--- src/rtl/ps2_led_ctrl_pkg.sv ---
// Shared constants and state encodings for the PS/2 host-to-device LED command path.
package ps2_pkg;

    localparam logic [7:0] PS2_CMD_SET_LED = 8'hED;
    localparam logic [7:0] PS2_ACK         = 8'hFA;
    localparam logic [7:0] PS2_RESEND      = 8'hFE;

    // Bit-level frame states (owned by ps2_tx_frame)
    typedef enum logic [2:0] {
        F_IDLE,
        F_INHIBIT,
        F_RELEASE,
        F_TX_BITS,
        F_TX_ACK
    } frame_state_t;

    // Command sequencing states (owned by ps2_led_ctrl)
    typedef enum logic [1:0] {
        C_IDLE,
        C_SEND,
        C_REPLY
    } ctrl_state_t;

    function automatic logic odd_parity(input logic [7:0] b);
        return ~^b;
    endfunction

endpackage

--- src/rtl/ps2_led_ctrl_if.sv ---
// Request/reply bundle between the LED command sequencer and its host logic.
interface ps2_led_ctrl_if;
    logic       rx_valid;
    logic [7:0] rx_byte;
    logic       led_req;
    logic [2:0] led_val;
    logic       busy;
    logic       done;
    logic       err;

    modport slave  (input  rx_valid, rx_byte, led_req, led_val,
                    output busy, done, err);
    modport master (output rx_valid, rx_byte, led_req, led_val,
                    input  busy, done, err);
endinterface

--- src/rtl/ps2_led_ctrl_tx_frame.sv ---
// Sends one host-to-device PS/2 frame: clock inhibit, start bit, 8 data bits,
// odd parity, stop, then samples the device line-level ack.
module ps2_tx_frame
    import ps2_pkg::*;
#(
    parameter int INHIBIT_CYCLES = 5000,
    parameter int REPLY_TIMEOUT  = 1000000
) (
    input  logic       clk,
    input  logic       rst,
    input  logic       i_start,
    input  logic [7:0] i_byte,
    input  logic       i_fall,
    input  logic       i_data,
    output logic       o_line_ack,
    output logic       o_line_nak,
    output logic       o_timeout,
    output logic       o_clk_oe,
    output logic       o_data_oe
);
    localparam int CMAX = (INHIBIT_CYCLES > REPLY_TIMEOUT) ? INHIBIT_CYCLES : REPLY_TIMEOUT;
    localparam int CW   = $clog2(CMAX + 1);

    frame_state_t  r_state, w_state_nxt;
    logic [CW-1:0] r_cnt;
    logic [8:0]    r_shift;
    logic [3:0]    r_bit_cnt;
    logic          r_data_oe, w_data_oe_nxt;
    logic          r_ack, r_nak, r_to;
    logic          w_ack, w_nak, w_to, w_shift_en, w_tx_fall;
    logic          w_hit_inh, w_hit_to;

    assign w_hit_inh = (r_cnt == CW'(INHIBIT_CYCLES - 1));
    assign w_hit_to  = (r_cnt == CW'(REPLY_TIMEOUT - 1));
    // Our own inhibit also produces a falling edge; only device edges while transmitting count.
    assign w_tx_fall = i_fall && (r_state == F_TX_BITS || r_state == F_TX_ACK);

    always_comb begin
        w_state_nxt   = r_state;
        w_data_oe_nxt = r_data_oe;
        w_ack         = 1'b0;
        w_nak         = 1'b0;
        w_to          = 1'b0;
        w_shift_en    = 1'b0;
        case (r_state)
            F_IDLE: begin
                w_data_oe_nxt = 1'b0;
                if (i_start) w_state_nxt = F_INHIBIT;
            end
            F_INHIBIT: begin
                if (w_hit_inh) begin
                    w_data_oe_nxt = 1'b1;
                    w_state_nxt   = F_RELEASE;
                end
            end
            F_RELEASE: w_state_nxt = F_TX_BITS;
            F_TX_BITS: begin
                if (w_tx_fall) begin
                    if (r_bit_cnt == 4'd9) begin
                        w_data_oe_nxt = 1'b0;
                        w_state_nxt   = F_TX_ACK;
                    end else begin
                        w_data_oe_nxt = ~r_shift[0];
                        w_shift_en    = 1'b1;
                    end
                end else if (w_hit_to) begin
                    w_to          = 1'b1;
                    w_data_oe_nxt = 1'b0;
                    w_state_nxt   = F_IDLE;
                end
            end
            F_TX_ACK: begin
                w_data_oe_nxt = 1'b0;
                if (w_tx_fall) begin
                    w_ack       = ~i_data;
                    w_nak       = i_data;
                    w_state_nxt = F_IDLE;
                end else if (w_hit_to) begin
                    w_to        = 1'b1;
                    w_state_nxt = F_IDLE;
                end
            end
            default: begin
                w_data_oe_nxt = 1'b0;
                w_state_nxt   = F_IDLE;
            end
        endcase
    end

    always_ff @(posedge clk) begin
        if (rst) begin
            r_state   <= F_IDLE;
            r_cnt     <= '0;
            r_shift   <= '0;
            r_bit_cnt <= '0;
            r_data_oe <= 1'b0;
            r_ack     <= 1'b0;
            r_nak     <= 1'b0;
            r_to      <= 1'b0;
        end else begin
            r_state   <= w_state_nxt;
            r_data_oe <= w_data_oe_nxt;
            r_ack     <= w_ack;
            r_nak     <= w_nak;
            r_to      <= w_to;
            if (w_state_nxt != r_state || w_tx_fall)
                r_cnt <= '0;
            else if (r_state != F_IDLE)
                r_cnt <= r_cnt + 1'b1;
            if (r_state == F_IDLE && i_start) begin
                r_shift   <= {odd_parity(i_byte), i_byte};
                r_bit_cnt <= '0;
            end else if (w_shift_en) begin
                r_shift   <= {1'b0, r_shift[8:1]};
                r_bit_cnt <= r_bit_cnt + 1'b1;
            end
        end
    end

    assign o_clk_oe   = (r_state == F_INHIBIT);
    assign o_data_oe  = r_data_oe;
    assign o_line_ack = r_ack;
    assign o_line_nak = r_nak;
    assign o_timeout  = r_to;

endmodule

--- src/rtl/ps2_led_ctrl.sv ---
// PS/2 "set LEDs" sequencer: sends 0xED then the LED byte, waits for 0xFA after
// each, retries on resend/timeout/missing line ack, and queues one pending request.
module ps2_led_ctrl
    import ps2_pkg::*;
#(
    parameter int INHIBIT_CYCLES = 5000,
    parameter int REPLY_TIMEOUT  = 1000000,
    parameter int MAX_RETRY      = 3
) (
    input  logic clk,
    input  logic rst,
    input  logic ps2_clk_async,
    input  logic ps2_data_async,
    output logic ps2_clk_oe,
    output logic ps2_data_oe,
    ps2_led_ctrl_if.slave ctl
);
    localparam int RW = $clog2(MAX_RETRY + 2);
    localparam int TW = $clog2(REPLY_TIMEOUT + 1);

    logic r_clk_s1, r_clk_s2, r_clk_prev, r_data_s1, r_data_s2;
    logic w_fall;

    always_ff @(posedge clk) begin
        if (rst) begin
            r_clk_s1   <= 1'b1;
            r_clk_s2   <= 1'b1;
            r_clk_prev <= 1'b1;
            r_data_s1  <= 1'b1;
            r_data_s2  <= 1'b1;
        end else begin
            r_clk_s1   <= ps2_clk_async;
            r_clk_s2   <= r_clk_s1;
            r_clk_prev <= r_clk_s2;
            r_data_s1  <= ps2_data_async;
            r_data_s2  <= r_data_s1;
        end
    end

    assign w_fall = r_clk_prev & ~r_clk_s2;

    ctrl_state_t   r_state, w_state_nxt;
    logic          r_idx, w_idx_nxt;
    logic [RW-1:0] r_retry, w_retry_nxt;
    logic [2:0]    r_led, w_led_nxt;
    logic          r_pend, w_pend_nxt;
    logic [2:0]    r_pend_val, w_pend_val_nxt;
    logic          r_busy, w_busy_nxt, r_done, w_done_nxt, r_err, w_err_nxt;
    logic [TW-1:0] r_to_cnt;
    logic          w_start, w_retry_path, w_reply_to;
    logic [7:0]    w_tx_byte;
    logic          w_line_ack, w_line_nak, w_tx_to;

    assign w_reply_to = (r_state == C_REPLY) && (r_to_cnt == TW'(REPLY_TIMEOUT - 1));
    // Byte 0 is always the command; the LED value is already latched when byte 1 starts.
    assign w_tx_byte  = w_idx_nxt ? {5'b0, r_led} : PS2_CMD_SET_LED;

    ps2_tx_frame #(
        .INHIBIT_CYCLES (INHIBIT_CYCLES),
        .REPLY_TIMEOUT  (REPLY_TIMEOUT)
    ) u_frame (
        .clk        (clk),
        .rst        (rst),
        .i_start    (w_start),
        .i_byte     (w_tx_byte),
        .i_fall     (w_fall),
        .i_data     (r_data_s2),
        .o_line_ack (w_line_ack),
        .o_line_nak (w_line_nak),
        .o_timeout  (w_tx_to),
        .o_clk_oe   (ps2_clk_oe),
        .o_data_oe  (ps2_data_oe)
    );

    always_comb begin
        w_state_nxt    = r_state;
        w_idx_nxt      = r_idx;
        w_retry_nxt    = r_retry;
        w_led_nxt      = r_led;
        w_pend_nxt     = r_pend;
        w_pend_val_nxt = r_pend_val;
        w_busy_nxt     = r_busy;
        w_done_nxt     = 1'b0;
        w_err_nxt      = 1'b0;
        w_start        = 1'b0;
        w_retry_path   = 1'b0;
        case (r_state)
            C_IDLE: begin
                if (ctl.led_req || r_pend) begin
                    w_led_nxt   = ctl.led_req ? ctl.led_val : r_pend_val;
                    w_pend_nxt  = 1'b0;
                    w_idx_nxt   = 1'b0;
                    w_retry_nxt = '0;
                    w_busy_nxt  = 1'b1;
                    w_start     = 1'b1;
                    w_state_nxt = C_SEND;
                end
            end
            C_SEND: begin
                if (w_line_ack)
                    w_state_nxt = C_REPLY;
                else if (w_line_nak || w_tx_to)
                    w_retry_path = 1'b1;
            end
            C_REPLY: begin
                if (ctl.rx_valid) begin
                    if (ctl.rx_byte == PS2_ACK) begin
                        if (!r_idx) begin
                            w_idx_nxt   = 1'b1;
                            w_retry_nxt = '0;
                            w_start     = 1'b1;
                            w_state_nxt = C_SEND;
                        end else begin
                            w_done_nxt  = 1'b1;
                            w_busy_nxt  = 1'b0;
                            w_state_nxt = C_IDLE;
                        end
                    end else if (ctl.rx_byte == PS2_RESEND) begin
                        w_retry_path = 1'b1;
                    end
                end else if (w_reply_to) begin
                    w_retry_path = 1'b1;
                end
            end
            default: w_state_nxt = C_IDLE;
        endcase
        if (w_retry_path) begin
            if (r_retry < RW'(MAX_RETRY)) begin
                w_retry_nxt = r_retry + 1'b1;
                w_start     = 1'b1;
                w_state_nxt = C_SEND;
            end else begin
                w_err_nxt   = 1'b1;
                w_busy_nxt  = 1'b0;
                w_state_nxt = C_IDLE;
            end
        end
        // A request arriving outside IDLE (including on the done/err cycle) waits its turn.
        if (ctl.led_req && r_state != C_IDLE) begin
            w_pend_nxt     = 1'b1;
            w_pend_val_nxt = ctl.led_val;
        end
    end

    always_ff @(posedge clk) begin
        if (rst) begin
            r_state    <= C_IDLE;
            r_idx      <= 1'b0;
            r_retry    <= '0;
            r_led      <= '0;
            r_pend     <= 1'b0;
            r_pend_val <= '0;
            r_busy     <= 1'b0;
            r_done     <= 1'b0;
            r_err      <= 1'b0;
            r_to_cnt   <= '0;
        end else begin
            r_state    <= w_state_nxt;
            r_idx      <= w_idx_nxt;
            r_retry    <= w_retry_nxt;
            r_led      <= w_led_nxt;
            r_pend     <= w_pend_nxt;
            r_pend_val <= w_pend_val_nxt;
            r_busy     <= w_busy_nxt;
            r_done     <= w_done_nxt;
            r_err      <= w_err_nxt;
            if (w_state_nxt != r_state || w_fall)
                r_to_cnt <= '0;
            else if (r_state == C_REPLY)
                r_to_cnt <= r_to_cnt + 1'b1;
        end
    end

    assign ctl.busy = r_busy;
    assign ctl.done = r_done;
    assign ctl.err  = r_err;

endmodule
--- src/flat_wrapper.sv ---
// flat-port wrapper written by rule: the top's interface ports become plain ports
module ps2_led_ctrl_flat import ps2_pkg::*;
#(
    parameter int INHIBIT_CYCLES = 5000,
    parameter int REPLY_TIMEOUT  = 1000000,
    parameter int MAX_RETRY      = 3
)
  (clk, rst, ps2_clk_async, ps2_data_async, ps2_clk_oe, ps2_data_oe, ctl_rx_valid, ctl_rx_byte, ctl_led_req, ctl_led_val, ctl_busy, ctl_done, ctl_err);
  ps2_led_ctrl_if ctl_i ();
  input  logic clk;
  input  logic rst;
  input  logic ps2_clk_async;
  input  logic ps2_data_async;
  output logic ps2_clk_oe;
  output logic ps2_data_oe;
  input wire logic [$bits(ctl_i.rx_valid)-1:0] ctl_rx_valid;
  input wire logic [$bits(ctl_i.rx_byte)-1:0] ctl_rx_byte;
  input wire logic [$bits(ctl_i.led_req)-1:0] ctl_led_req;
  input wire logic [$bits(ctl_i.led_val)-1:0] ctl_led_val;
  output wire logic [$bits(ctl_i.busy)-1:0] ctl_busy;
  output wire logic [$bits(ctl_i.done)-1:0] ctl_done;
  output wire logic [$bits(ctl_i.err)-1:0] ctl_err;
  assign ctl_i.rx_valid = ctl_rx_valid;
  assign ctl_i.rx_byte = ctl_rx_byte;
  assign ctl_i.led_req = ctl_led_req;
  assign ctl_i.led_val = ctl_led_val;
  assign ctl_busy = ctl_i.busy;
  assign ctl_done = ctl_i.done;
  assign ctl_err = ctl_i.err;
  ps2_led_ctrl #(.INHIBIT_CYCLES(INHIBIT_CYCLES), .REPLY_TIMEOUT(REPLY_TIMEOUT), .MAX_RETRY(MAX_RETRY)) u_core (.clk(clk), .rst(rst), .ps2_clk_async(ps2_clk_async), .ps2_data_async(ps2_data_async), .ps2_clk_oe(ps2_clk_oe), .ps2_data_oe(ps2_data_oe), .ctl(ctl_i));
endmodule
--- config.mk ---
export PLATFORM = sky130hd
export DESIGN_NAME = ps2_led_ctrl_flat
export DESIGN_NICKNAME = d
export VERILOG_FILES = /design/src/rtl/ps2_led_ctrl_pkg.sv /design/src/rtl/ps2_led_ctrl_if.sv /design/src/rtl/ps2_led_ctrl_tx_frame.sv /design/src/rtl/ps2_led_ctrl.sv /design/src/flat_wrapper.sv
export SDC_FILE = /design/constraint.sdc
export NUM_CORES = 1
export LEC_CHECK = 0
export CELL_PAD_IN_SITES_DETAIL_PLACEMENT = 1
export CELL_PAD_IN_SITES_GLOBAL_PLACEMENT = 1
export CORE_ASPECT_RATIO = 0.8
export CORE_UTILIZATION = 40
export CTS_CLUSTER_DIAMETER = 120
export DETAILED_ROUTE_END_ITERATION = 12
export HOLD_SLACK_MARGIN = 0.06
export PLACE_DENSITY = 0.77
export RECOVER_POWER = 50
export SLEW_MARGIN = 20
export SYNTH_ARGS = -nofsm -noshare
export SYNTH_HDL_FRONTEND = slang
export SYNTH_SLANG_ARGS = --single-unit
--- constraint.sdc ---
create_clock -name clk -period 2.9 [get_ports clk]
set_input_delay 0.58 -clock clk [delete_from_list [all_inputs] [get_ports clk]]
set_output_delay 0.58 -clock clk [all_outputs]
set_load 0.005 [all_outputs]
## Word-level counts from Yosys, hierarchy flattened

Cells that the tools add are included.

| word-level totals | value |
|---|---|
| bits in registers | 81 |
| bits of input ports | 17 |
| output and inout bits | 5 |
| logic and storage cells | 149 |

| operators by class | value |
|---|---|
| $add $sub $neg | 4 |
| magnitude comparators | 1 |
| eq/ne operators | 16 |
| mux-type cells | 65 |
| bitwise gates (word level) | 12 |
| reduce and logical (&&, ||, !) cells | 28 |

Operators with widths:

| cell | count |
|---|---|
| 20-bit by 1-bit adder with 20-bit output (second input constant) | 2 |
| 20-bit equality test (second input constant) | 2 |
| 3-bit 2-to-1 mux | 13 |
| 1-bit 2-to-1 mux | 36 |
| 20-bit by 13-bit equality test with 1-bit output (second input constant) | 1 |
| 9-bit 2-to-1 mux | 2 |
| 8-bit equality test (second input constant) | 2 |
| 3-bit case mux with 5 select lines | 1 |
| 1-bit NOT | 11 |
| 2-bit 2-to-1 mux | 5 |
| 2-bit OR reduction | 5 |
| 8-bit 2-to-1 mux | 1 |
| 1-bit case mux with 2 select lines | 4 |
| 2-bit nonzero test | 4 |
| 8-bit XNOR reduction | 1 |
| 3-bit by 2-bit equality test with 1-bit output (second input constant) | 2 |
| 2-bit case mux with 3 select lines | 1 |
| 3-bit case mux with 2 select lines | 1 |
| 3-bit OR reduction | 2 |
| 1-bit logical OR | 5 |
| 4-bit by 1-bit adder with 4-bit output (second input constant) | 1 |
| 4-bit equality test (second input constant) | 1 |
| 1-bit logical AND | 4 |
| 2-bit AND reduction | 2 |
| other kinds (17) | 17 |

## Depth between registers and ports, before layout

Gate-level depths: netlist (run 1).

| depth | value |
|---|---|
| word-level depth | 11 |
| gate-level depth with buffers | 9 |

## Cells and area by module

From an unflattened synthesis (run 1), not the netlist that was laid out.

| second synthesis, totals | value |
|---|---|
| cell total of the unflattened synthesis | 459 |
| area total of the unflattened synthesis | 4,280.4 um^2 |

Modules (own cells, without submodules):

| module | times used | cells an instance | area an instance (um^2) | seq. area each (um^2) |
|---|---|---|---|---|
| ps2_led_ctrl | 1 | 219 | 2,154.6 | 820.8 |
| ps2_tx_frame | 1 | 240 | 2,125.8 | 800.8 |

## Worst setup path before layout (run 1)

OpenSTA, ideal clock, no wires.

| timing | value |
|---|---|
| path type | flip-flop to flip-flop |
| start point | register u_core.r_state[0] |
| end point | register u_core.r_to_cnt[1] |
| library setup time | 73 ps |
| arrival | 2,531 ps |
| slack | 296 ps |
| stages on the path, launching flop included | 10 |
| cell sequence | dfxtp_1 -> inv_1 -> ha_1 -> or4bb_1 -> nor4_4 -> a211oi_4 -> a41o_1 -> a221o_1 -> buf_2 -> nor3b_2 |

| between the ends | value |
|---|---|
| cells in the longest elaborated chain, start to end | 9 |
| elaborated cells between the ends (all ways) | 16 |
| classes of those cells | 3 x eq/ne; 9 x mux; 4 x reduce/logical |

Ends and longest elaborated chain:

| item | line | RTL |
|---|---|---|
| from (decl) | ps2_led_ctrl.sv:42 | `ctrl_state_t r_state, w_state_nxt;` |
| from (signal assigned) | ps2_led_ctrl.sv:158 | `r_state <= w_state_nxt;` |
| 2-bit equality test | ps2_led_ctrl.sv:54, ps2_led_ctrl.sv:87, ps2_led_ctrl.sv:169 |  |
| 1-bit logical AND | ps2_led_ctrl.sv:54 | `assign w_reply_to = (r_state == C_REPLY) && (r_to_cnt == TW'(REPLY_TIMEOUT - 1));` |
| 1-bit 2-to-1 mux | ps2_led_ctrl.sv:121 | `end else if (w_reply_to) begin` |
| 1-bit 2-to-1 mux | ps2_led_ctrl.sv:106 | `if (ctl.rx_valid) begin` |
| 1-bit case mux with 2 select lines | ps2_led_ctrl.sv:87 | `case (r_state)` |
| 2-bit 2-to-1 mux | ps2_led_ctrl.sv:127 | `if (w_retry_path) begin` |
| 2-bit != test | ps2_led_ctrl.sv:167 | `if (w_state_nxt != r_state \|\| w_fall)` |
| 1-bit logical OR | ps2_led_ctrl.sv:167 |  |
| 2-bit OR reduction (no source line) | - |  |
| to (signal assigned) | ps2_led_ctrl.sv:170 | `r_to_cnt <= r_to_cnt + 1'b1;` |
| to (decl) | ps2_led_ctrl.sv:49 | `logic [TW-1:0] r_to_cnt;` |

Parallel ways exist; a longest one is shown, timed or not.
A chain may end at the register's enable or synchronous reset.

## Worst setup path in the final report (run 1)

| timing | value |
|---|---|
| start point | register u_core.r_state[0] |
| end point | register u_core.r_to_cnt[5] |

The elaborated chain is that of the path after synthesis.

==> summary.md, run 1 <==
| Metric | Value |
|---|---|
| Vias post-DR | 3,377 |
| Vias per cell | 5.39 |
| Synth warn | 0 |
| Arr. time, crit path | 3.05 ns |
| Final #Nets | 534 |
| Syn Area/Cell | 8.25 µm² |
| Crit start category | flop |
| Core footprint | 9270 µm² |
| Worst path top cell family by delay | simple AND/OR/NAND/NOR gates |
| CP peak stage delay | 0.54 ns |
| Tot Pwr | 2.56 mW |
| Setup Crit Path Kind | reg2reg |
| Peak supply drop | 338 µV |
| Worst skew pair latency | 0.33 ns |
| Commonest non-fill, non-tap cells in the layout | 79 x dfxtp_1, 78 x nor2_1, 61 x nand2_1 |
| Placed Area | 4340 µm² |
| Most common cell after layout, fill and taps aside | dfxtp_1 |
| Worst slew pin tran | 0.862 ns |
| Htree depth | 3 |
| Total grt overflow | 0 |
| Vias in the first global route | 3,452 |
| Synth async-reset ratio | 0% |
| Max Slew Vio Count | 0 |
| Post-place setup slack | -0.0529 ns |
| IO Count | 22 |
| Buf/Inv on CP | 2 |
| Hold slack | 0.414 ns |
| CTS Buf Count | 9 |
| Syn nets | 501 |
| Post-synth EDFFs | 0 |
| WL per Instance | 15.6 µm |
| Tcrit/Tclk final | 96.1% |
| Post-synth top flop | dfxtp_1 |
| Cell Chain, Critical Path | inv_2 -> ha_1 -> or4bb_1 -> nor4_4 -> a211oi_1 -> a41o_1 -> a221o_1 -> buf_4 -> nor2_1 |
| Synth-to-Final Area Change | 18.3% |
| Hold Buf Count CTS | 0 |
| Detail Route Antenna Nets | 0 |
| Register bit total from synthesis | 81 |
| Final hold vios | 0 |
| Shortest period the worst path allows | 2.79 ns |
| Routed wire length | 9800 µm |
| DIE AREA | 10,200 µm² |
| Leak pwr | 1.77 nW |
| Max cap viols | 0 |
| Post-synthesis sequential area ratio | 41.4% |
| Root buf cell | clkbuf_16 |
| Fin util | 50.0% |
| DR iter-0 viols | 98 |
| Synthesized instance count | 475 |
| Largest fanout on the critical path | 9 |
| Pwr dens | 553 nW/µm² |
| Type of the most critical hold path | reg2reg |
| Pre-Repair DR Iteration Count | 4 |
| CP endpoint kind | flop |
| Initial antenna violation count | 0 |
| Share of layout cells above drive strength 1 | 8.79% |
| Largest net degree at the start of global routing | 21 |
| Final setup viols | 0 |
| Status | complete, no violations |
| Area of the multi-input gates | 2160 µm² |
| Post-DP HPWL | 7010 µm |
| TritonCTS clock tree | yes |
| First-pass GRT wire length | 16,500 µm |
| Diode count | 0 |
| Clk_skew | 0.00555 ns |
| Total GRT Usage | 20.0% |
| Peak Freq | 359 MHz |
| Rel. slew slack | 42.5% |
| Fillers | 1,119 |
| Longest Clk Path Bufs | 2 |
| Crit path max-delay cell type | or4bb_1 |
| Routability cong. | 0.743 |
| DIE HEIGHT | 90.5 µm |
| Worst Path Required | 3.16 ns |
| Mapped cell area | 3920 µm² |
| Die width | 113 µm |
| CTS clk-pin slew, worst paths | 0.06 ns |
| DR DRC count | 0 |
| Post-route worst setup slack | 0.113 ns |
| Final instance area | 4640 µm² |
| Register area | 1620 µm² |
| TritonCTS Sinks | 81 |
| Site Rows | 31 |
| Port Buffer Count | 21 |
| Initial core utilization | 42.3% |
| Cell variety after synth | 56 |
through the flow:
stage / setup TNS, ns / cells
floorplan: 0 / 475
global placement: 0 / 611
detailed placement: -0.205 / 611
CTS: 0 / 626
global route: -0.00773 / 627
finish: 0 / 627
worst paths after layout:
check | cells after the start | from | end | slack (ns)
setup / recovery | 9 | u_core.r_state[0]$_SDFF_PP0_ | u_core.r_to_cnt[5]$_SDFFE_PP0N_ | 0.11
hold / removal | 1 | u_core.r_data_s1$_SDFF_PP1_ | u_core.r_data_s2$_SDFF_PP1_ | 0.41
setup reg to reg | 9 | u_core.r_state[0]$_SDFF_PP0_ | u_core.r_to_cnt[5]$_SDFFE_PP0N_ | 0.11
hold reg to reg | 1 | u_core.r_data_s1$_SDFF_PP1_ | u_core.r_data_s2$_SDFF_PP1_ | 0.41
where the power goes:
group / total [mW] / switching (mW) / leakage, nW / internal (mW)
clock network: 1.20 / 0.428 / 0.153 / 0.772
registers: 1.16 / 0.0222 / 0.658 / 1.14
logic: 0.200 / 0.111 / 0.956 / 0.0891
total: 2.56 / 0.561 / 1.77 / 2.00
worst register-to-register path, cell delays in order (launching register included):
cell and delay (ns):
dfxtp_2 0.38, inv_2 0.08, ha_1 0.31, or4bb_1 0.54, nor4_4 0.31, a211oi_1 0.13
a41o_1 0.26, a221o_1 0.39, buf_4 0.20, nor2_1 0.12
cell usage after synthesis (2+ instances only):
| master | instances | area share (%) |
|---|---|---|
| a2111oi_0 | 3 | 0.67 |
| a211oi_1 | 3 | 0.57 |
| a21oi_1 | 12 | 1.5 |
| a22oi_1 | 3 | 0.57 |
| a311oi_1 | 2 | 0.45 |
| a31oi_1 | 8 | 1.3 |
| and2_1 | 2 | 0.32 |
| and3_1 | 5 | 0.80 |
| buf_2 | 4 | 0.51 |
| clkbuf_1 | 16 | 1.5 |
| dfxtp_1 | 81 | 41 |
| ha_1 | 9 | 2.9 |
| inv_1 | 13 | 1.2 |
| mux2i_1 | 9 | 2.3 |
| nand2_1 | 61 | 5.8 |
| nand2b_1 | 4 | 0.64 |
| nand3_1 | 18 | 2.3 |
| nand3b_1 | 3 | 0.57 |
| nand4_1 | 7 | 1.1 |
| nand4b_1 | 3 | 0.67 |
| nor2_1 | 79 | 7.6 |
| nor2b_1 | 4 | 0.64 |
| nor3_1 | 26 | 3.3 |
| nor3b_1 | 2 | 0.38 |
| nor4_1 | 7 | 1.1 |
| o211ai_1 | 2 | 0.38 |
| o21a_1 | 3 | 0.57 |
| o21ai_0 | 6 | 0.77 |
| o21bai_1 | 2 | 0.38 |
| o41ai_1 | 3 | 0.67 |
| or2_2 | 6 | 0.96 |
| or3_1 | 4 | 0.64 |
| xnor2_1 | 20 | 4.5 |
| xor2_1 | 23 | 5.1 |
flip-flops by register name, indices dropped and copies added, names as in the netlist, 2 cells and up:
register,count
u_core.r_to_cnt,20
u_core.u_frame.r_cnt,20
u_core.u_frame.r_shift,9
u_core.u_frame.r_bit_cnt,4
u_core.r_led,3
u_core.r_pend_val,3
u_core.r_retry,3
u_core.u_frame.r_state,3
u_core.r_state,2
logic make-up after synthesis:
group,count (synthesis),share of synthesized area (%)
multiplexers,9,2.30
flip-flops,81,41.4
buffers and inverters,33,3.29
AND/OR/NAND/NOR,239,29.3
AO/OA/AOI/OAI,61,11.2
adder cells (fa/ha/maj),9,2.87
XOR/XNOR,43,9.61
per-layer routing:
metal  wire length [µm]  vias to the layer above  GRT usage (%)
met5                  0                        -              0
met4                 93                        0           5.33
met3                191                       12           3.96
li1                   -                     1711              -
met2               4630                       29           33.2
met1               4890                     1625           26.5
layout make-up:
type,count,area share [%]
multi-input cells,361,46.6
flip-flops and latches,81,35.0
repair buffers,42,7.55
clock buffers,12,5.31
well taps,115,3.10
clock inverters,3,1.40
inverters,13,1.05
what timing repair did:
| item | CTS | global route |
|---|---|---|
| gates resized for setup | 0 | 7 |
| endpoints found under the setup margin | 0 | 38 |
| buffers inserted | 0 | 1 |
No activity file was read; power rests on OpenSTA's default activity.
==> run 2, diff against run 1 <==
--- a/config.mk
+++ b/config.mk
@@ -8,11 +8,11 @@
 export CELL_PAD_IN_SITES_DETAIL_PLACEMENT = 1
 export CELL_PAD_IN_SITES_GLOBAL_PLACEMENT = 1
 export CORE_ASPECT_RATIO = 0.8
-export CORE_UTILIZATION = 40
+export CORE_UTILIZATION = 45
 export CTS_CLUSTER_DIAMETER = 120
 export DETAILED_ROUTE_END_ITERATION = 12
 export HOLD_SLACK_MARGIN = 0.06
-export PLACE_DENSITY = 0.77
+export PLACE_DENSITY = 0.84
 export RECOVER_POWER = 50
 export SLEW_MARGIN = 20
 export SYNTH_ARGS = -nofsm -noshare
==> constraint.sdc (replaced) <==
create_clock -name clk -period 3.48 [get_ports clk]
set_input_delay 0.696 -clock clk [delete_from_list [all_inputs] [get_ports clk]]
set_output_delay 0.696 -clock clk [all_outputs]
set_load 0.005 [all_outputs]
==> run 2 against run 1 <==
Compared with the run above:
- fmax shrank 12%
- clock power shrank 32%
- sequential power shrank 16%
- non-clock buffer count shrank 14
- combinational power shrank 20%
- global-route usage grew 3.4 points
- register-to-register slack gained 0.19 ns
- count of clock-buffer cells in the layout shrank 1
- largest power group is now registers
==> summary.md, run 2 (same netlist as run 1, synthesis figures left out) <==
| Metric | Value |
|---|---|
| Status | complete, no violations |
| Root buf cell | clkbuf_8 |
| Routed wire length | 9690 µm (-1.2%) |
| Rel. slew slack | 22.0% (-21 points) |
| Placed Area | 4240 µm² (-2.3%) |
| Max Slew Vio Count | 0 (unchanged) |
| CTS Buf Count | 9 (unchanged) |
| Detail Route Antenna Nets | 0 (unchanged) |
| WL per Instance | 15.9 µm (+1.8%) |
| Vias in the first global route | 3,569 (+3.4%) |
| Hold Buf Count CTS | 0 (unchanged) |
| Core footprint | 8480 µm² (-8.5%) |
| Fin util | 52.5% (+2.4 points) |
| Routability cong. | 0.798 (+7.4%) |
| Final hold vios | 0 (unchanged) |
| Worst slew pin tran | 1.17 ns (+0.308 ns) |
| Leak pwr | 1.67 nW (-5.6%) |
| Post-Layout Cell Count | 609 (-2.9%) |
| Largest net degree at the start of global routing | 28 (+33%) |
| CTS clk-pin slew, worst paths | 0.08 ns (+0.02 ns) |
| DR iter-0 viols | 156 (+59%) |
| Fillers | 1,032 (-7.8%) |
| Final #Nets | 520 (-2.6%) |
| Shortest period the worst path allows | 3.18 ns (+0.392 ns) |
| Total GRT Usage | 23.4% (+3.4 points) |
| Arr. time, crit path | 3.46 ns (+0.41 ns) |
| Largest registers | u_core.r_to_cnt (20), u_core.u_frame.r_cnt (20), u_core.u_frame.r_shift (9) |
| Unrepaired setup endpoints after global routing | no |
| DR DRC count | 0 (unchanged) |
| Final setup viols | 0 (unchanged) |
| Post-DP HPWL | 6950 µm (-0.78%) |
| Peak supply drop | 237 µV (-30%) |
| Longest Clk Path Bufs | 2 (unchanged) |
| DIE AREA | 9090 µm² (-11%) |
| Pwr dens | 437 nW/µm² (-21%) |
| Peak Freq | 315 MHz (-12%) |
| # Post-CTS Setup Buffers | 0 (unchanged) |
| Post-Route Setup TNS | 0 ns (unchanged) |
| Site Rows | 30 (-3.2%) |
| First-pass GRT wire length | 16,900 µm (+2.4%) |
| Share of layout cells above drive strength 1 | 5.84% (-3.0 points) |
| Setup Crit Path Kind | reg2reg |
| Tcrit/Tclk final | 91.3% (-4.8 points) |
| Largest fanout on the critical path | 20 (+11) |
| Die width | 106 µm (-5.6%) |
| Initial antenna violation count | 0 (unchanged) |
| Worst skew pair latency | 0.36 ns (+0.03 ns) |
| Pre-Repair DR Iteration Count | 4 (unchanged) |
| CTS resizes | 0 (unchanged) |
| Vias per cell | 5.61 (+4.2%) |
| Worst Path Required | 3.76 ns (+0.60 ns) |
| Initial core utilization | 46.2% (+3.9 points) |
| Total grt overflow | 0 (unchanged) |
| DIE HEIGHT | 85.5 µm (-5.6%) |
| TritonCTS clock tree | yes |
| Clk_skew | 0.0102 ns (+0.00466 ns) |
| Vias post-DR | 3,418 (+1.2%) |
| Crit start category | flop |
| Final instance area | 4450 µm² (-4.0%) |
| IO Count | 22 (unchanged) |
| Type of the most critical hold path | reg2reg |
| Commonest non-fill, non-tap cells in the layout | 81 x dfxtp_1, 79 x nor2_1, 61 x nand2_1 |
| CP endpoint kind | flop |
| Diode count | 0 (unchanged) |
| Htree depth | 3 (unchanged) |
| TritonCTS Sinks | 81 (unchanged) |
| Most common cell after layout, fill and taps aside | dfxtp_1 |
| Max cap viols | 0 (unchanged) |
| Synth-to-Final Area Change | 13.5% |
| Inst Count DP | 595 (-2.6%) |
| Port Buffer Count | 21 (unchanged) |
-- run 2: cell count changes in the layout (fill, tap and decap cells not counted), moves of 2 or more --
cell / previous run / this run
clkbuf_1: 7 / 4
clkbuf_8: 1 / 10
buf_4: 13 / 4
dfxtp_2: 2 / 0
clkbuf_16: 9 / 0
dfxtp_1: 79 / 81
-- run 2: critical path, stage by stage, from the launching register on --
cell      delay [ns]
dfxtp_1         0.45
inv_1           0.15
ha_1            0.44
nand3_1         0.17
nor2_1          0.11
a211oi_1        0.32
clkbuf_1        0.39
o21ai_1         0.18
or4_1           0.53
buf_4           0.22
a21oi_1         0.15
-- run 2: routing by layer --
| layer | part of all wire (%) | track usage, % | vias to the layer above |
|---|---|---|---|
| li1 | - | - | 1673 |
| met1 | 47 | 29.0 | 1687 |
| met2 | 48 | 40.1 | 45 |
| met3 | 3.3 | 5.68 | 13 |
| met4 | 1.2 | 7.07 | 0 |
| met5 | 0 | 0 | - |
-- run 2: power by group --
part / total (mW) / leakage [nW] / internal, mW / switching [mW]
clock network: 0.816 / 0.115 / 0.489 / 0.327
registers: 0.971 / 0.657 / 0.950 / 0.0207
logic: 0.160 / 0.896 / 0.0677 / 0.0921
total: 1.95 / 1.67 / 1.51 / 0.440
-- run 2: through the flow --
step / worst slack (ns) / hold WS (ns) / total power [mW]
6_report: 0.301 / 0.416 / 1.95
5_1_grt: 0.0660 / 0.427 / 2.02
4_1_cts: 0.319 / 0.418 / 1.97
3_5_place_dp: 0.153 / 0.401 / 1.15
2_1_floorplan: 0.876 / 0.389 / 1.08
3_3_place_gp: 0.280 / 0.392 / 1.15
-- run 2: cell type report --
| cell class | count | area (µm²) | share of cell area, % |
|---|---|---|---|
| well taps | 112 | 140 | 3.15 |
| clock inverters | 3 | 90.1 | 2.02 |
| flip-flops and latches | 81 | 1620 | 36.4 |
| clock buffers | 11 | 141 | 3.18 |
| repair buffers | 28 | 251 | 5.65 |
| multi-input cells | 361 | 2160 | 48.5 |
| inverters | 13 | 48.8 | 1.10 |
-- run 2: path summary, 6_finish.rpt --
path | end | cells after the start | start | slack, ns
hold reg to reg | u_core.r_clk_s2$_SDFF_PP1_ | 1 | u_core.r_clk_s1$_SDFF_PP1_ | 0.42
hold / removal | u_core.r_clk_s2$_SDFF_PP1_ | 1 | u_core.r_clk_s1$_SDFF_PP1_ | 0.42
setup reg to reg | u_core.u_frame.r_cnt[1]$_SDFFE_PP0P_ | 10 | u_core.r_state[0]$_SDFF_PP0_ | 0.30
setup / recovery | u_core.u_frame.r_cnt[1]$_SDFFE_PP0P_ | 10 | u_core.r_state[0]$_SDFF_PP0_ | 0.30
==> run 3, diff against run 2 <==
--- a/config.mk
+++ b/config.mk
@@ -12,8 +12,9 @@
 export CTS_CLUSTER_DIAMETER = 120
 export DETAILED_ROUTE_END_ITERATION = 12
 export HOLD_SLACK_MARGIN = 0.06
-export PLACE_DENSITY = 0.84
+export PLACE_DENSITY = 0.87
 export RECOVER_POWER = 50
+export REMOVE_ABC_BUFFERS = 1
 export SLEW_MARGIN = 20
 export SYNTH_ARGS = -nofsm -noshare
 export SYNTH_HDL_FRONTEND = slang
==> run 3 against run 2 <==
Compared with the run above:
- clock skew up 0.0018 ns
- cell count up 0.66%
- total power down 11%
- via count down 0.64%
- core utilization down 0.16 points
- fmax up 1.8%
- critical path depth down 1
- cell area down 0.31%
- count of clock-buffer cells in the layout down 1
- worst hold slack worse by 0.0022 ns
- sequential power about the same
- critical path type is now in2reg
- critical endpoint is now u_core.u_frame.r_cnt[10]$_SDFFE_PP0P_
- largest cell class unchanged
- highest routed layer unchanged
==> summary.md, run 3 (same netlist as run 1, synthesis figures left out) <==
| Metric | Value |
|---|---|
| Peak Freq | 320 MHz (+1.8%) |
| CP endpoint kind | flop |
| Final #Nets | 523 (+0.58%) |
| Final instance area | 4440 µm² (-0.31%) |
| Fin util | 52.3% (-0.16 points) |
| Pre-Repair DR Iteration Count | 4 (unchanged) |
| DR iter-0 viols | 126 (-19%) |
| Total GRT Usage | 23.1% (-0.29 points) |
| Root buf cell | clkbuf_8 |
| Max cap viols | 0 (unchanged) |
| TritonCTS Sinks | 81 (unchanged) |
| CTS clk-pin slew, worst paths | 0.09 ns (about the same) |
| First-pass GRT wire length | 16,500 µm (-2.1%) |
| Worst Path Required | 3.78 ns (+0.02 ns) |
| Fillers | 1,024 (-0.78%) |
| Initial core utilization | 46.2% (unchanged) |
| Power share of the combinational group | 9.2% (+1.0 points) |
| Vias post-DR | 3,396 (-0.64%) |
| Hold Buf Count CTS | 0 (unchanged) |
| CP peak stage delay | 0.56 ns (+0.03 ns) |
| Type of the most critical hold path | reg2reg |
| TritonCTS clock tree | yes |
| Longest Clk Path Bufs | 2 (unchanged) |
| DIE HEIGHT | 85.5 µm (unchanged) |
| Tot Pwr | 1.74 mW (-11%) |
| Setup Crit Path Kind | in2reg |
| DIE AREA | 9090 µm² (unchanged) |
| Rel. slew slack | 41.2% (+19 points) |
| Max Slew Vio Count | 0 (unchanged) |
| Synth-to-Final Area Change | 13.2% |
| DR DRC count | 0 (unchanged) |
| Post-DP HPWL | 7020 µm (+0.98%) |
| Most common cell after layout, fill and taps aside | dfxtp_1 |
| Share of layout cells above drive strength 1 | 6.99% (+1.2 points) |
| Post-route worst setup slack | 0.358 ns (+0.0571 ns) |
| Vias in the first global route | 3,368 (-5.6%) |
| Crit path max-delay cell type | dlygate4sd3_1 |
| Post-Layout Cell Count | 613 (+0.66%) |
| Largest net degree at the start of global routing | 22 (-21%) |
| P_int | 1.29 mW (-14%) |
| Worst slew pin tran | 0.883 ns (-0.287 ns) |
| Diode count | 0 (unchanged) |
| Shortest period the worst path allows | 3.12 ns (-0.0571 ns) |
| Final hold vios | 0 (unchanged) |
| Crit start category | input pin |
| Inst Count DP | 598 (+0.50%) |
| Vias per cell | 5.54 (-1.3%) |
| Site Rows | 30 (unchanged) |
| Initial antenna violation count | 0 (unchanged) |
| CTS resizes | 0 (unchanged) |
| IO Count | 22 (unchanged) |
| Clk_skew | 0.0120 ns (+0.00178 ns) |
| Tcrit/Tclk final | 89.7% (-1.6 points) |
| Hold slack | 0.414 ns (-0.00216 ns) |
| Post-Route Setup TNS | 0 ns (unchanged) |
| Post-place setup slack | 0.327 ns (+0.174 ns) |
| Routed wire length | 9670 µm (-0.18%) |
| Placed Area | 4280 µm² (+0.83%) |
| Pwr dens | 393 nW/µm² (-10%) |
| Arr. time, crit path | 3.42 ns (-0.04 ns) |
| Largest fanout on the critical path | 20 (unchanged) |
| CTS Buf Count | 9 (unchanged) |
| Net Sw Frac | 26.0% (+3.4 points) |
| Detail Route Antenna Nets | 0 (unchanged) |
| Htree depth | 3 (unchanged) |
| Register share of total power | 55.6% (+5.7 points) |
| Routability cong. | 0.832 (+4.3%) |
| Net Switching | 452 µW (+2.8%) |
| Port Buffer Count | 21 (unchanged) |
| Largest registers | u_core.r_to_cnt (20), u_core.u_frame.r_cnt (20), u_core.u_frame.r_shift (9) |
| Die width | 106 µm (unchanged) |
| # Post-CTS Setup Buffers | 0 (unchanged) |
| Unrepaired setup endpoints after global routing | no |
| Final setup viols | 0 (unchanged) |
| Worst skew pair latency | 0.36 ns (about the same) |
| Clock Power Share | 35.2% (-6.7 points) |
| Total grt overflow | 0 (unchanged) |
| Commonest non-fill, non-tap cells in the layout | 81 x dfxtp_1, 79 x nor2_1, 61 x nand2_1 |
| Cell Chain, Critical Path | dlygate4sd3_1 -> nand4_1 -> nor3_1 -> a211oi_4 -> clkbuf_1 -> o21ai_0 -> or4_1 -> buf_4 -> nor2_1 |
| Peak supply drop | 206 µV (-13%) |
| Leak pwr | 1.66 nW (-0.78%) |
| Status | complete, no violations |
| Core footprint | 8480 µm² (unchanged) |
| WL per Instance | 15.8 µm (-0.83%) |
-- run 3: cell types whose count changed in the layout (fill, tap and decap cells not counted), sizes merged --
cell           change
clkinv             +2
clkinvlp           +3
dlygate4sd3        +2
clkbuf             -1
bufinv             -3
buf                +3
clkdlybuf4s50      -2
-- run 3: worst paths after layout --
| path | start | end | slack, ns | cells past startpoint |
|---|---|---|---|---|
| worst min-delay path | u_core.r_clk_s1$_SDFF_PP1_ | u_core.r_clk_s2$_SDFF_PP1_ | 0.41 | 1 |
| worst max register to register | u_core.r_state[0]$_SDFF_PP0_ | u_core.u_frame.r_cnt[10]$_SDFFE_PP0P_ | 0.38 | 10 |
| worst max-delay path | ctl_rx_valid | u_core.u_frame.r_cnt[10]$_SDFFE_PP0P_ | 0.36 | 9 |
| worst min register to register | u_core.r_clk_s1$_SDFF_PP1_ | u_core.r_clk_s2$_SDFF_PP1_ | 0.41 | 1 |
-- run 3: area by class of cell --
| class | count | area (µm²) | area share [%] |
|---|---|---|---|
| Tap cell | 112 | 140 | 3.16 |
| Timing Repair Buffer | 31 | 287 | 6.46 |
| Clock buffer | 10 | 138 | 3.10 |
| Clock inverter | 5 | 32.5 | 0.733 |
| Multi-Input combinational cell | 361 | 2170 | 48.9 |
| Sequential cell | 81 | 1620 | 36.5 |
| Inverter | 13 | 48.8 | 1.10 |
-- run 3: critical path: cells and delay by family --
kind	cells	cell delay [ns]
buffers and inverters	3	1.14
and+or+nand+nor	4	1.08
AOI/OAI and AO/OA	2	0.49
-- run 3: power by group through the flow --
| stage | logic (mW) | registers, mW | clock network [mW] |
|---|---|---|---|
| after CTS | 0.163 | 0.969 | 0.638 |
| after global routing | 0.177 | 0.972 | 0.669 |
| after global placement | 0.155 | 0.989 | 0 |
| final | 0.160 | 0.969 | 0.612 |
| after detailed placement | 0.162 | 0.990 | 0 |
| after floorplan | 0.0885 | 0.985 | 0 |
-- run 3: per-layer routing --
| metal | wire length [µm] | up-vias | track usage, % |
|---|---|---|---|
| met3 | 237 | 7 | 5.38 |
| met1 | 4850 | 1664 | 31.1 |
| li1 | - | 1687 | - |
| met5 | 0 | - | 0 |
| met2 | 4490 | 38 | 37.1 |
| met4 | 97 | 0 | 6.31 |
